[src/rtl/p251_pkg.sv]
`default_nettype none
// ============================================================================
//  Module      : p251_pkg
//  Description : Shared definitions for the GF(251) vector datapath:
//                field modulus, element width, vector-sequencer state
//                encoding and a modular-add helper used by p251_add.
//  Revision    : 1.0  initial release
// ============================================================================
package p251_pkg;

    localparam int Q      = 251;
    localparam int ELEM_W = 8;

    typedef enum logic [1:0] {
        IDLE  = 2'd0,
        ISSUE = 2'd1,
        DRAIN = 2'd2,
        DONE  = 2'd3
    } state_t;

    // Operands are assumed to be in 0..Q-1, so one conditional subtract
    // of Q brings the 9-bit sum back into range.
    function automatic logic [ELEM_W-1:0] mod_q_add(
        input logic [ELEM_W-1:0] a,
        input logic [ELEM_W-1:0] b
    );
        logic [ELEM_W:0] s;
        s = {1'b0, a} + {1'b0, b};
        if (s >= (ELEM_W+1)'(Q)) begin
            s = s - (ELEM_W+1)'(Q);
        end
        return s[ELEM_W-1:0];
    endfunction

endpackage
`default_nettype wire

[src/rtl/p251_add.sv]
`default_nettype none
// ============================================================================
//  Module      : p251_add
//  Description : Single-cycle registered adder mod 251.
//                out = (in_1 + in_2) mod 251, o_done one cycle after i_start.
//  Ports       : i_clk, i_rst_n (sync, active-low), i_start,
//                in_1/in_2 (operands 0..250), out (result), o_done (pulse)
//  Revision    : 1.0  initial release
// ============================================================================
module p251_add
    import p251_pkg::*;
(
    input  logic              i_clk,
    input  logic              i_rst_n,
    input  logic              i_start,
    input  logic [ELEM_W-1:0] in_1,
    input  logic [ELEM_W-1:0] in_2,
    output logic [ELEM_W-1:0] out,
    output logic              o_done
);

    logic [ELEM_W-1:0] r_sum;
    logic              r_done;

    always_ff @(posedge i_clk) begin
        if (!i_rst_n) begin
            r_sum  <= '0;
            r_done <= 1'b0;
        end else begin
            r_done <= i_start;
            if (i_start) begin
                r_sum <= mod_q_add(in_1, in_2);
            end
        end
    end

    assign out    = r_sum;
    assign o_done = r_done;

endmodule
`default_nettype wire

[src/rtl/p251_vec_add_ctrl.sv]
`default_nettype none
// ============================================================================
//  Module      : p251_vec_add_ctrl
//  Description : Vector front end for p251_add. Streams A[i], B[i] out of two
//                synchronous-read RAMs, one pair per cycle, through a single
//                p251_add and writes C[i] = (A[i] + B[i]) mod 251 to RAM C.
//  Ports       : i_clk, i_rst_n (sync, active-low), i_start
//                o_busy, o_done           run status / completion pulse
//                o_a_en/o_a_addr/i_a_data RAM A read port
//                o_b_en/o_b_addr/i_b_data RAM B read port
//                o_c_we/o_c_addr/o_c_data RAM C write port
//  Revision    : 1.0  initial release
// ============================================================================
module p251_vec_add_ctrl
    import p251_pkg::*;
#(
    parameter int LEN     = 16,
    parameter int ADDR_W  = 4,
    parameter int ADD_LAT = 1
) (
    input  logic              i_clk,
    input  logic              i_rst_n,
    input  logic              i_start,
    output logic              o_busy,
    output logic              o_done,
    output logic              o_a_en,
    output logic              o_b_en,
    output logic [ADDR_W-1:0] o_a_addr,
    output logic [ADDR_W-1:0] o_b_addr,
    input  logic [ELEM_W-1:0] i_a_data,
    input  logic [ELEM_W-1:0] i_b_data,
    output logic              o_c_we,
    output logic [ADDR_W-1:0] o_c_addr,
    output logic [ELEM_W-1:0] o_c_data
);

    localparam logic [ADDR_W-1:0] c_LAST = ADDR_W'(LEN - 1);

    // ADD_LAT only documents the adder's latency; write-back is timed by the
    // adder's own o_done, so any latency >= 1 works without change here.
    generate
        if (LEN < 2 || ADD_LAT < 1 || ADDR_W != $clog2(LEN)) begin : g_bad_params
            $error("p251_vec_add_ctrl: inconsistent LEN/ADDR_W/ADD_LAT");
        end
    endgenerate

    state_t            r_state;
    state_t            w_state_nxt;
    logic [ADDR_W-1:0] r_rd_cnt;
    logic [ADDR_W-1:0] r_wr_cnt;
    logic              r_rd_vld;
    logic [ELEM_W-1:0] w_add_out;
    logic              w_add_done;
    logic              w_issue;
    logic              w_busy;
    logic              w_wr;

    assign w_issue = (r_state == ISSUE);
    assign w_busy  = (r_state != IDLE);
    // Qualifying with busy stops a stale adder result from reaching RAM C
    // outside a run.
    assign w_wr    = w_add_done & w_busy;

    // ------------------------------------------------------------------
    // State register, counters and read-valid pipeline bit
    // ------------------------------------------------------------------
    always_ff @(posedge i_clk) begin
        if (!i_rst_n) begin
            r_state  <= IDLE;
            r_rd_cnt <= '0;
            r_wr_cnt <= '0;
            r_rd_vld <= 1'b0;
        end else begin
            r_state  <= w_state_nxt;
            // RAM data arrives one cycle after the enable.
            r_rd_vld <= w_issue;
            if (r_state == IDLE && i_start) begin
                r_rd_cnt <= '0;
                r_wr_cnt <= '0;
            end else begin
                if (w_issue && r_rd_cnt != c_LAST) begin
                    r_rd_cnt <= r_rd_cnt + 1'b1;
                end
                if (w_wr && r_wr_cnt != c_LAST) begin
                    r_wr_cnt <= r_wr_cnt + 1'b1;
                end
            end
        end
    end

    // ------------------------------------------------------------------
    // Next-state logic
    // ------------------------------------------------------------------
    always_comb begin
        w_state_nxt = r_state;
        case (r_state)
            IDLE:    if (i_start)              w_state_nxt = ISSUE;
            ISSUE:   if (r_rd_cnt == c_LAST)   w_state_nxt = DRAIN;
            DRAIN:   if (w_wr && r_wr_cnt == c_LAST) w_state_nxt = DONE;
            DONE:                              w_state_nxt = IDLE;
            default:                           w_state_nxt = IDLE;
        endcase
    end

    // ------------------------------------------------------------------
    // Field adder
    // ------------------------------------------------------------------
    p251_add u_add (
        .i_clk   (i_clk),
        .i_rst_n (i_rst_n),
        .i_start (r_rd_vld),
        .in_1    (i_a_data),
        .in_2    (i_b_data),
        .out     (w_add_out),
        .o_done  (w_add_done)
    );

    // ------------------------------------------------------------------
    // Outputs
    // ------------------------------------------------------------------
    assign o_busy   = w_busy;
    assign o_done   = (r_state == DONE);
    assign o_a_en   = w_issue;
    assign o_b_en   = w_issue;
    assign o_a_addr = r_rd_cnt;
    assign o_b_addr = r_rd_cnt;
    assign o_c_we   = w_wr;
    assign o_c_addr = r_wr_cnt;
    assign o_c_data = w_add_out;

endmodule
`default_nettype wire

[config.mk]
export PLATFORM = sky130hd
export DESIGN_NAME = p251_vec_add_ctrl
export DESIGN_NICKNAME = d
export VERILOG_FILES = /design/src/rtl/p251_pkg.sv /design/src/rtl/p251_add.sv /design/src/rtl/p251_vec_add_ctrl.sv
export SDC_FILE = /design/constraint.sdc
export NUM_CORES = 1
export LEC_CHECK = 0
export ABC_AREA = 1
export CORE_MARGIN = 5
export CORE_UTILIZATION = 52
export DETAILED_ROUTE_END_ITERATION = 8
export GPL_ROUTABILITY_DRIVEN = 0
export PLACE_DENSITY = 0.86
export SLEW_MARGIN = 20
export SYNTH_ARGS = -nofsm -noshare
export SYNTH_HDL_FRONTEND = slang
export SYNTH_SLANG_ARGS = --single-unit
export TNS_END_PERCENT = 10
[constraint.sdc]
create_clock -name i_clk -period 4.9 [get_ports i_clk]
set_clock_uncertainty 0.15 [all_clocks]
set_input_delay 0.735 -clock i_clk [delete_from_list [all_inputs] [get_ports i_clk]]
set_output_delay 0.735 -clock i_clk [all_outputs]
set_load 0.01 [all_outputs]
# Word-level counts from Yosys, hierarchy flattened
# Index checks and enable logic that the tools add are counted.
[totals]
register_bits = 20
wordCells = 36
[op_classes]
bitwise_logic = 2
n_addsub = 4
mux = 5
eq_ne = 10
n_lt_le_gt_ge = 1
n_reduce_logical = 8
[op_table]
columns = ["op", "n"]
rows = [
  ["8-bit by 8-bit adder with 9-bit output", 1],
  ["9-bit by 8-bit >= comparator with 1-bit output, second input constant", 1],
  ["4-bit by 1-bit adder with 4-bit output, second input constant", 2],
  ["4-bit == test, second input constant", 2],
  ["8-bit 2-to-1 mux", 1],
  ["4-bit != test, second input constant", 2],
  ["2-bit case mux with 4 select lines", 1],
  ["8-bit subtractor, second input constant", 1],
  ["2-bit 2-to-1 mux", 3],
  ["2-bit == test, second input constant", 2],
  ["1-bit logical AND", 4],
  ["2-bit != test, second input constant", 2],
  ["3-bit AND reduction", 1],
  ["2-bit by 1-bit == test with 1-bit output, second input constant", 1],
  ["2-bit zero test", 1],
  ["2-bit by 1-bit != test with 1-bit output, second input constant", 1],
  ["2-bit nonzero test", 1],
  ["2-bit OR reduction", 1],
  ["1-bit AND", 1],
  ["1-bit inverter", 1],
]

# Depth between registers and ports, before layout
# Gate-level depths: netlist of the first run.
[logic_depth]
depth_word = 5
depth_mapped = 16
depth_no_buf = 16

# Hierarchy
# A second synthesis of the first run with hierarchy kept.
[hier_totals]
cells_unflattened = 243
hier_area_um2 = 1726.7
[by_module_without_submodules]
columns = ["module", "n_inst", "seq_area_each_um2", "cells_per_inst", "area_each_um2"]
rows = [
  ["p251_add", 1, 180.2, 161, 1059.8],
  ["p251_vec_add_ctrl", 1, 220.2, 82, 666.9],
]

# Least setup slack after synthesis of the first run
# No wires, ideal clock.
[synth_path]
path_type = "input to register"
start = "in i_a_data[0]"
end = "reg u_add.r_sum[2] (netlist: u_add.out[2])"
setup_ps = 109
t_arrival_ps = 2339
path_stages = 14
path_buffers = 0
required_ps = 4641
slack_ps = 2302
cell_sequence = "ha_1 > fa_1 > nand2_1 > nand2_1 > nand3_1 > nand2_1 > nand2_2 > nand2_1 > a21oi_4 > nand2_4 > o21ai_1 > nand3_1 > nand2_1 > inv_1"
[synth_between]
elab_chain_len = 3
elab_cells_between_ends = 4
classes_between = "2 x add/sub; 1 x order compare; 1 x mux"
[synth_rtl]
columns = ["element", "line_no", "text"]
rows = [
  ["from (decl)", "p251_vec_add_ctrl.sv:30", "input logic [ELEM_W-1:0] i_a_data,"],
  ["8-bit by 8-bit adder with 9-bit output *", "p251_pkg.sv:28", "s = {1'b0, a} + {1'b0, b};"],
  ["8-bit subtractor / 9-bit by 8-bit >= comparator with 1-bit output (equally long branches)", "p251_pkg.sv:30, p251_pkg.sv:29", ""],
  ["8-bit 2-to-1 mux *", "p251_pkg.sv:29", "if (s >= (ELEM_W+1)'(Q)) begin"],
  ["to (signal assigned)", "p251_add.sv:32", "r_sum <= mod_q_add(in_1, in_2);"],
  ["to (decl)", "p251_add.sv:22", "logic [ELEM_W-1:0] r_sum;"],
]
# Mark *: on every way between the ends. The rest lies on a longest branch, timed or not.
# A chain may end at the register's enable or synchronous reset.

# Worst setup path in the final report of the first run
[layout_path]
start = "in i_a_data[0]"
end = "reg u_add.r_sum[3] (netlist: u_add.out[3])"
# Same word-level chain as after synthesis.

==> metrics.md, run 1 <==
| Metric | Value |
|---|---|
| Status | finished, final reports clean |
| Synthesized Nets | approximately 270 |
| Initial DRC count | 71 |
| CTS tree | done |
| Worst-Margin Slew | between 300 and 400 ps |
| First-pass GRT wire length | just under 6000 um |
| Critical path capture point type | flip-flop |
| Max clock buf depth | 2 |
| Final Total Pwr | 0.642 mW |
| Synthesized instance count | about 240 |
| Power per cell area | about 310 nW/um2 |
| Initial core utilization | 0.532 |
| Period Utilization, post-route | 0.593 |
| Clock root buffer | clkbuf_4 |
| H-tree depth | 1 |
| Synth-to-Final Area Change | 28.1% |
| Total track usage | 0.168 |
| Final min period | 2910 ps |
| Post-CTS Resized | 0 |
| Pin count of the biggest net entering global routing | 12 |
| Hold Crit Class | reg -> reg |
| Max Slew Vio Count | 0 |
| Rel. slew slack | 0.752 |
| Cell Area, Synth | around 1600 um2 |
| Leakage power | between 1 and 1.5 nW |
| Worst skew pair latency | 300 ps |
| Core box area | 3000 um2 |
| Die W | 65.4 um |
| Yosys reg bits | 20 |
| N_diodes | 0 |
| Cts hold-fix bufs | 0 |
| Via count | between 1500 and 2000 |
| Vias in the first global route | about 1400 |
| Remaining DRCs | 0 |
| I/O Pins | 44 |
| Setup Buffers After CTS | 0 |
| Initial antenna violation count | 0 |
| Post-synthesis area per instance | roughly 6.7 um2 |
| CP Data Required Time | about 5000 ps |
| Layout cells sized above 1 | 0.101 |
| Router iterations before antenna repair | 4 |
| Max Freq | 0.344 GHz |
| Clock buffer count from CTS | 3 |
| Number of max-cap violations | 0 |
| Sequential area share after synthesis | 0.251 |
| Crit Path Category | in -> reg |
| Synth warn | 0 |
| Die ar. | roughly 4300 um2 |
| Vias/cell | around 5.0 |
| WP data arrival | between 2000 and 3000 ps |
| Clock slew at reported path FFs | approximately 110 ps |
| Reg-to-reg setup timing slack | 3190 ps |
| Post-DR wirelength/cell | 10.4 um |
| Final hold viol count | 0 |
| Sink Count | 20 |
| CP Max Fanout | 8 |
| # nets final | between 300 and 400 |
| Dpl hpwl | around 2700 um |
| ANT nets after route | 0 |
| Row count | 20 |
| Die Height | between 60 and 70 um |
| # setup viols final | 0 |
| Unrepaired setup endpoints after global routing | false |
| Gr ovfl total | 0 |
| Count of cell types in the netlist | 30 |
| Peak VDD IR | 114 uV |
| Final TNS setup | 0 ps |
| Startpoint types | input port |
| Final wirelength | 3220 um |
| Port Buffers | 43 |
critical path, cell delays in order:
cell and delay [ps]:
clkdlybuf4s50_1 400, ha_1 250, fa_1 410, nand2_1 90
nand2_1 90, nand3_1 100, nand2_1 70, nand2_2 70
nand2_1 80, a21oi_4 250, nand2_4 120, o21ai_1 80
nand3_1 80, nand2_1 90, inv_1 40
layer usage:
layer | vias up | GRT usage | part of all wire
met4 | 0 | 0.0699 | 0.019
met5 | - | 0 | 0
met1 | 686 | 0.215 | 0.46
li1 | 828 | - | -
met3 | 4 | 0.0120 | 0.057
met2 | 47 | 0.291 | 0.46
synth_stat cells:
cell	n	area [um2]
a221oi_1	1	8.76
a31oi_1	1	6.26
nor3_1	1	5.00
or2_2	2	12.5
nand2_2	8	50.1
o21ai_1	2	10.0
inv_2	5	18.8
nor2_4	2	22.5
ha_1	15	188
nand3_2	2	20.0
dfxtp_1	20	400
inv_1	40	150
nand3_1	20	100
nor2_1	16	60.1
clkbuf_4	1	7.51
a21oi_1	10	50.1
nand3_4	1	17.5
fa_1	1	20.0
a211oi_1	1	7.51
nand2_1	61	229
a21oi_4	1	16.3
nand4_1	4	25.0
nand3b_1	1	7.51
nor2_2	1	6.26
clkbuf_8	1	13.8
buf_4	5	37.5
nand2_4	2	22.5
xnor2_1	2	17.5
o21ai_0	8	40.0
xor2_1	3	26.3
layout by cell type, fill, tap and decap left out, types with 2 or more instances in the layout:
cell type,instances
ha_1,15
xnor2_1,2
inv_2,5
xor2_1,3
nand3_2,2
o21ai_0,8
dfxtp_1,20
nor2_1,16
clkdlybuf4s50_1,43
nand2_2,8
inv_1,40
or2_2,2
clkbuf_4,3
nand3_1,20
nor2_4,2
nand2_4,2
nand2_1,61
a21oi_1,10
nand4_1,4
o21ai_1,2
path summary, 6_finish.rpt:
kind,start,to,cells past startpoint
worst max-delay path,i_a_data[0],u_add.out[3]$_SDFFE_PN0P_,15
worst min-delay path,u_add.out[1]$_SDFFE_PN0P_,u_add.out[1]$_SDFFE_PN0P_,2
worst max register to register,r_state[0]$_SDFFE_PN0P_,r_state[0]$_SDFFE_PN0P_,10
worst min register to register,u_add.out[1]$_SDFFE_PN0P_,u_add.out[1]$_SDFFE_PN0P_,2
flip-flops by register name (all words and copies together) (netlist names):
register,cells
r_rd_vld,1
o_c_addr,4
o_a_addr,4
u_add.o_done,1
u_add.out,8
r_state,2
cells by family (layout without fill, tap and decap cells):
kind of cell    after synthesis  after routing  share of synthesized area
compound gates               24             24                     0.0870
xor+xnor                      5              5                     0.0274
fa+ha+maj                    16             16                      0.130
buf+inv                      52             92                      0.143
flops                        20             20                      0.251
simple gates                121            121                      0.362
stage by stage:
stage,cells,worst slack [ps],cell area [um2],util,hold WS (ps)
2_1_floorplan,238,2300,1600,-,336
3_3_place_gp,307,1760,2010,0.669,317
3_5_place_dp,307,1690,2010,0.669,326
4_1_cts,311,1980,2050,0.681,343
5_1_grt,311,1810,2050,0.681,377
6_report,311,1990,2050,0.681,338
final cells by class:
type / count / area (um2)
clock buffers: 4 / 36.3
fillers: 255 / 957
inverters: 45 / 169
multi-input cells: 166 / 968
flip-flops and latches: 20 / 400
well taps: 33 / 41.3
repair buffers: 43 / 430
report_power, final:
part           internal (mW)  switching, mW  leakage, nW
Combinational          0.153          0.175        0.851
Clock                 0.0453         0.0499       0.0210
Sequential             0.193         0.0259        0.163
Total                  0.391          0.251         1.03
Note: power is estimated with default switching activity, not from simulation.
==> run 2, diff against run 1 <==
Settings changed: CORE_UTILIZATION 52 to 48, PLACE_DENSITY 0.86 to 0.8.
Clock period 4.9 ns to 2.8 ns, I/O delays scaled along.
==> run 2 against run 1 <==
  * Sequential share of layout area decreased by 0.58 points
  * Combinational power rose by 77%
  * Clock power increased by 140%
  * Critical path depth down 1
  * Worst hold slack worse by 5.1 ps
  * Register-to-register slack worse by 2100 ps
  * Via count down 1.0%
==> metrics.md, run 2 (synthesized netlist as in run 1, its figures left out) <==
| Metric | Value |
|---|---|
| Status | finished, final reports clean |
| Vias in the first global route | 1406 (+2.7%) |
| Die Height | 67.7 um (+3.5%) |
| N_diodes | 0 (unchanged) |
| First-pass GRT wire length | 5670 um (-1.9%) |
| Clock slew at reported path FFs | 100 ps (about the same) |
| Sink Count | 20 (unchanged) |
| Remaining DRCs | 0 (unchanged) |
| Worst-Margin Slew | 367 ps (-3.64 ps) |
| Die ar. | 4580 um2 (+7.0%) |
| Max clock buf depth | 2 (unchanged) |
| Number of max-cap violations | 0 (unchanged) |
| Gr ovfl total | 0 (unchanged) |
| Reg-to-reg setup timing slack | 1060 ps (-2130 ps) |
| Placed inst area | 2060 um2 (+2.3%) |
| CP Data Required Time | 2870 ps (-2090 ps) |
| Synth-to-Final Area Change | 32.1% |
| Die W | 67.7 um (+3.5%) |
| Clock root buffer | clkbuf_4 |
| Max Slew Vio Count | 0 (unchanged) |
| Hold path endpoint | u_add.out[1]$_SDFFE_PN0P_ |
| WHS Path Cells | 2 (unchanged) |
| Unrepaired setup endpoints after global routing | false |
| Startpoint types | input port |
| Max Freq | 0.398 GHz |
| Crit Path Category | in -> reg |
| H-tree depth | 1 (unchanged) |
| Commonest cells after routing, fill and taps aside | nand2_1 (61), clkdlybuf4s50_1 (43), inv_1 (40), nand3_1 (20), dfxtp_1 (20) |
| Final hold viol count | 0 (unchanged) |
| CP Max Fanout | 8 (unchanged) |
| Worst skew pair latency | 300 ps (about the same) |
| Pin count of the biggest net entering global routing | 13 (+1) |
| Final wirelength | 3290 um (+2.2%) |
| Port Buffers | 43 (unchanged) |
| # nets final | 318 (+1.3%) |
| Post-DR wirelength/cell | 10.0 um (-3.1%) |
| Hold Crit Class | reg -> reg |
| Final min period | ~2500 ps |
| Post-CTS Resized | 0 (unchanged) |
| Row count | 21 (+5.0%) |
| Cts hold-fix bufs | 0 (unchanged) |
| Largest register FFs | 8 (unchanged) |
| Vias/cell | 4.72 (-6.2%) |
| Initial core utilization | 0.486 (-0.0456) |
| R2r worst-path depth | 9 (-1) |
| Reg2reg start | r_state[1]$_SDFFE_PN0P_ |
| Router iterations before antenna repair | 4 (unchanged) |
| Peak VDD IR | 190 uV (+66%) |
| ANT nets after route | 0 (unchanged) |
| Power per cell area | 568 nW/um2 (+81%) |
| Period Utilization, post-route | 0.898 |
| I/O Pins | 44 (unchanged) |
| Rel. slew slack | 0.755 (+0.00287) |
| Filler cell count in the final layout | 304 (+19%) |
| Placed Cells | 324 (+5.5%) |
| Total track usage | 0.155 (-0.0128) |
| Dpl hpwl | 2850 um (+3.6%) |
| Reg-to-Reg End | r_state[0]$_SDFFE_PN0P_ |
| Layout cells sized above 1 | 0.113 (+0.0128) |
| Initial antenna violation count | 0 (unchanged) |
| Most common cell after layout, fill and taps aside | nand2_1 |
| Initial DRC count | 77 (+8.5%) |
| Via count | 1549 (-1.0%) |
| Worst Min Path Start | u_add.out[1]$_SDFFE_PN0P_ |
| # setup viols final | 0 (unchanged) |
| CTS tree | done |
| Clock buffer count from CTS | 3 (unchanged) |
| Setup Buffers After CTS | 0 (unchanged) |
| Non-filler cells, final | 328 (+5.5%) |
| Leakage power | 1.06 nW (+2.5%) |
| Critical path capture point type | flip-flop |
| Core box area | 3280 um2 (+9.4%) |
| Cell area after layout | 2110 um2 (+3.1%) |
| WP data arrival | 2590 ps (-370 ps) |
| Post-layout util | 0.642 (-0.0393) |
[run 2: changes by cell type in the layout (fill, tap and decap cells not counted), sizes merged]
cell    delta
clkbuf     -1
buf        +4
bufinv     +1
[run 2: worst max-delay path by stage]
stage,to,start,cells past startpoint
CTS,u_add.out[7]$_SDFFE_PN0P_,i_a_data[0],14
finish,u_add.out[7]$_SDFFE_PN0P_,i_a_data[0],14
global placement,u_add.out[2]$_SDFFE_PN0P_,i_a_data[0],15
detailed placement,u_add.out[7]$_SDFFE_PN0P_,i_a_data[0],14
global route,u_add.out[7]$_SDFFE_PN0P_,i_a_data[0],14
floorplan,u_add.out[2]$_SDFFE_PN0P_,i_a_data[0],14
[run 2: stage by stage]
step           setup TNS, ps  power, mW  hold slack (ps)  setup WS [ps]
2_1_floorplan              0      0.763              336            517
3_3_place_gp               0      0.958              312           31.9
3_5_place_dp           -30.4      0.971              316          -29.0
4_1_cts                    0       1.20              332            270
5_1_grt                    0       1.30              368            107
6_report                   0       1.20              333            285
[run 2: report_power, final]
group | total (mW) | internal [mW] | switching, mW
logic | 0.582 | 0.274 | 0.308
registers | 0.382 | 0.337 | 0.0444
clock network | 0.233 | 0.145 | 0.0889
[run 2: area by class of cell]
cell class / count / area, um2 / area share
inverter: 45 / 169 / 0.0801
tap: 46 / 57.6 / 0.0273
timing repair buffer: 47 / 460 / 0.218
clock inverter: 1 / 30.0 / 0.0142
clock buffer: 3 / 22.5 / 0.0107
multi-input combinational: 166 / 968 / 0.459
sequential: 20 / 400 / 0.190
[run 2: layer usage]
layer  global-route usage  up-vias  routed length, um
met5                    0        -                  0
met4               0.0380        0                 45
met3               0.0250        6                163
met2                0.270       38               1580
met1                0.199      677               1510
li1                     -      828                  -
[run 2: worst max-delay path: stages]
cell and delay (ps):
clkdlybuf4s50_1 410, ha_1 230, fa_1 400, nand2_1 80, nand2_1 80, nand3_1 100
nand2_1 70, nand2_2 70, nand2_2 80, nor2_4 150, nand3_4 130, nand2_4 130
nand4_1 100, a21oi_1 150
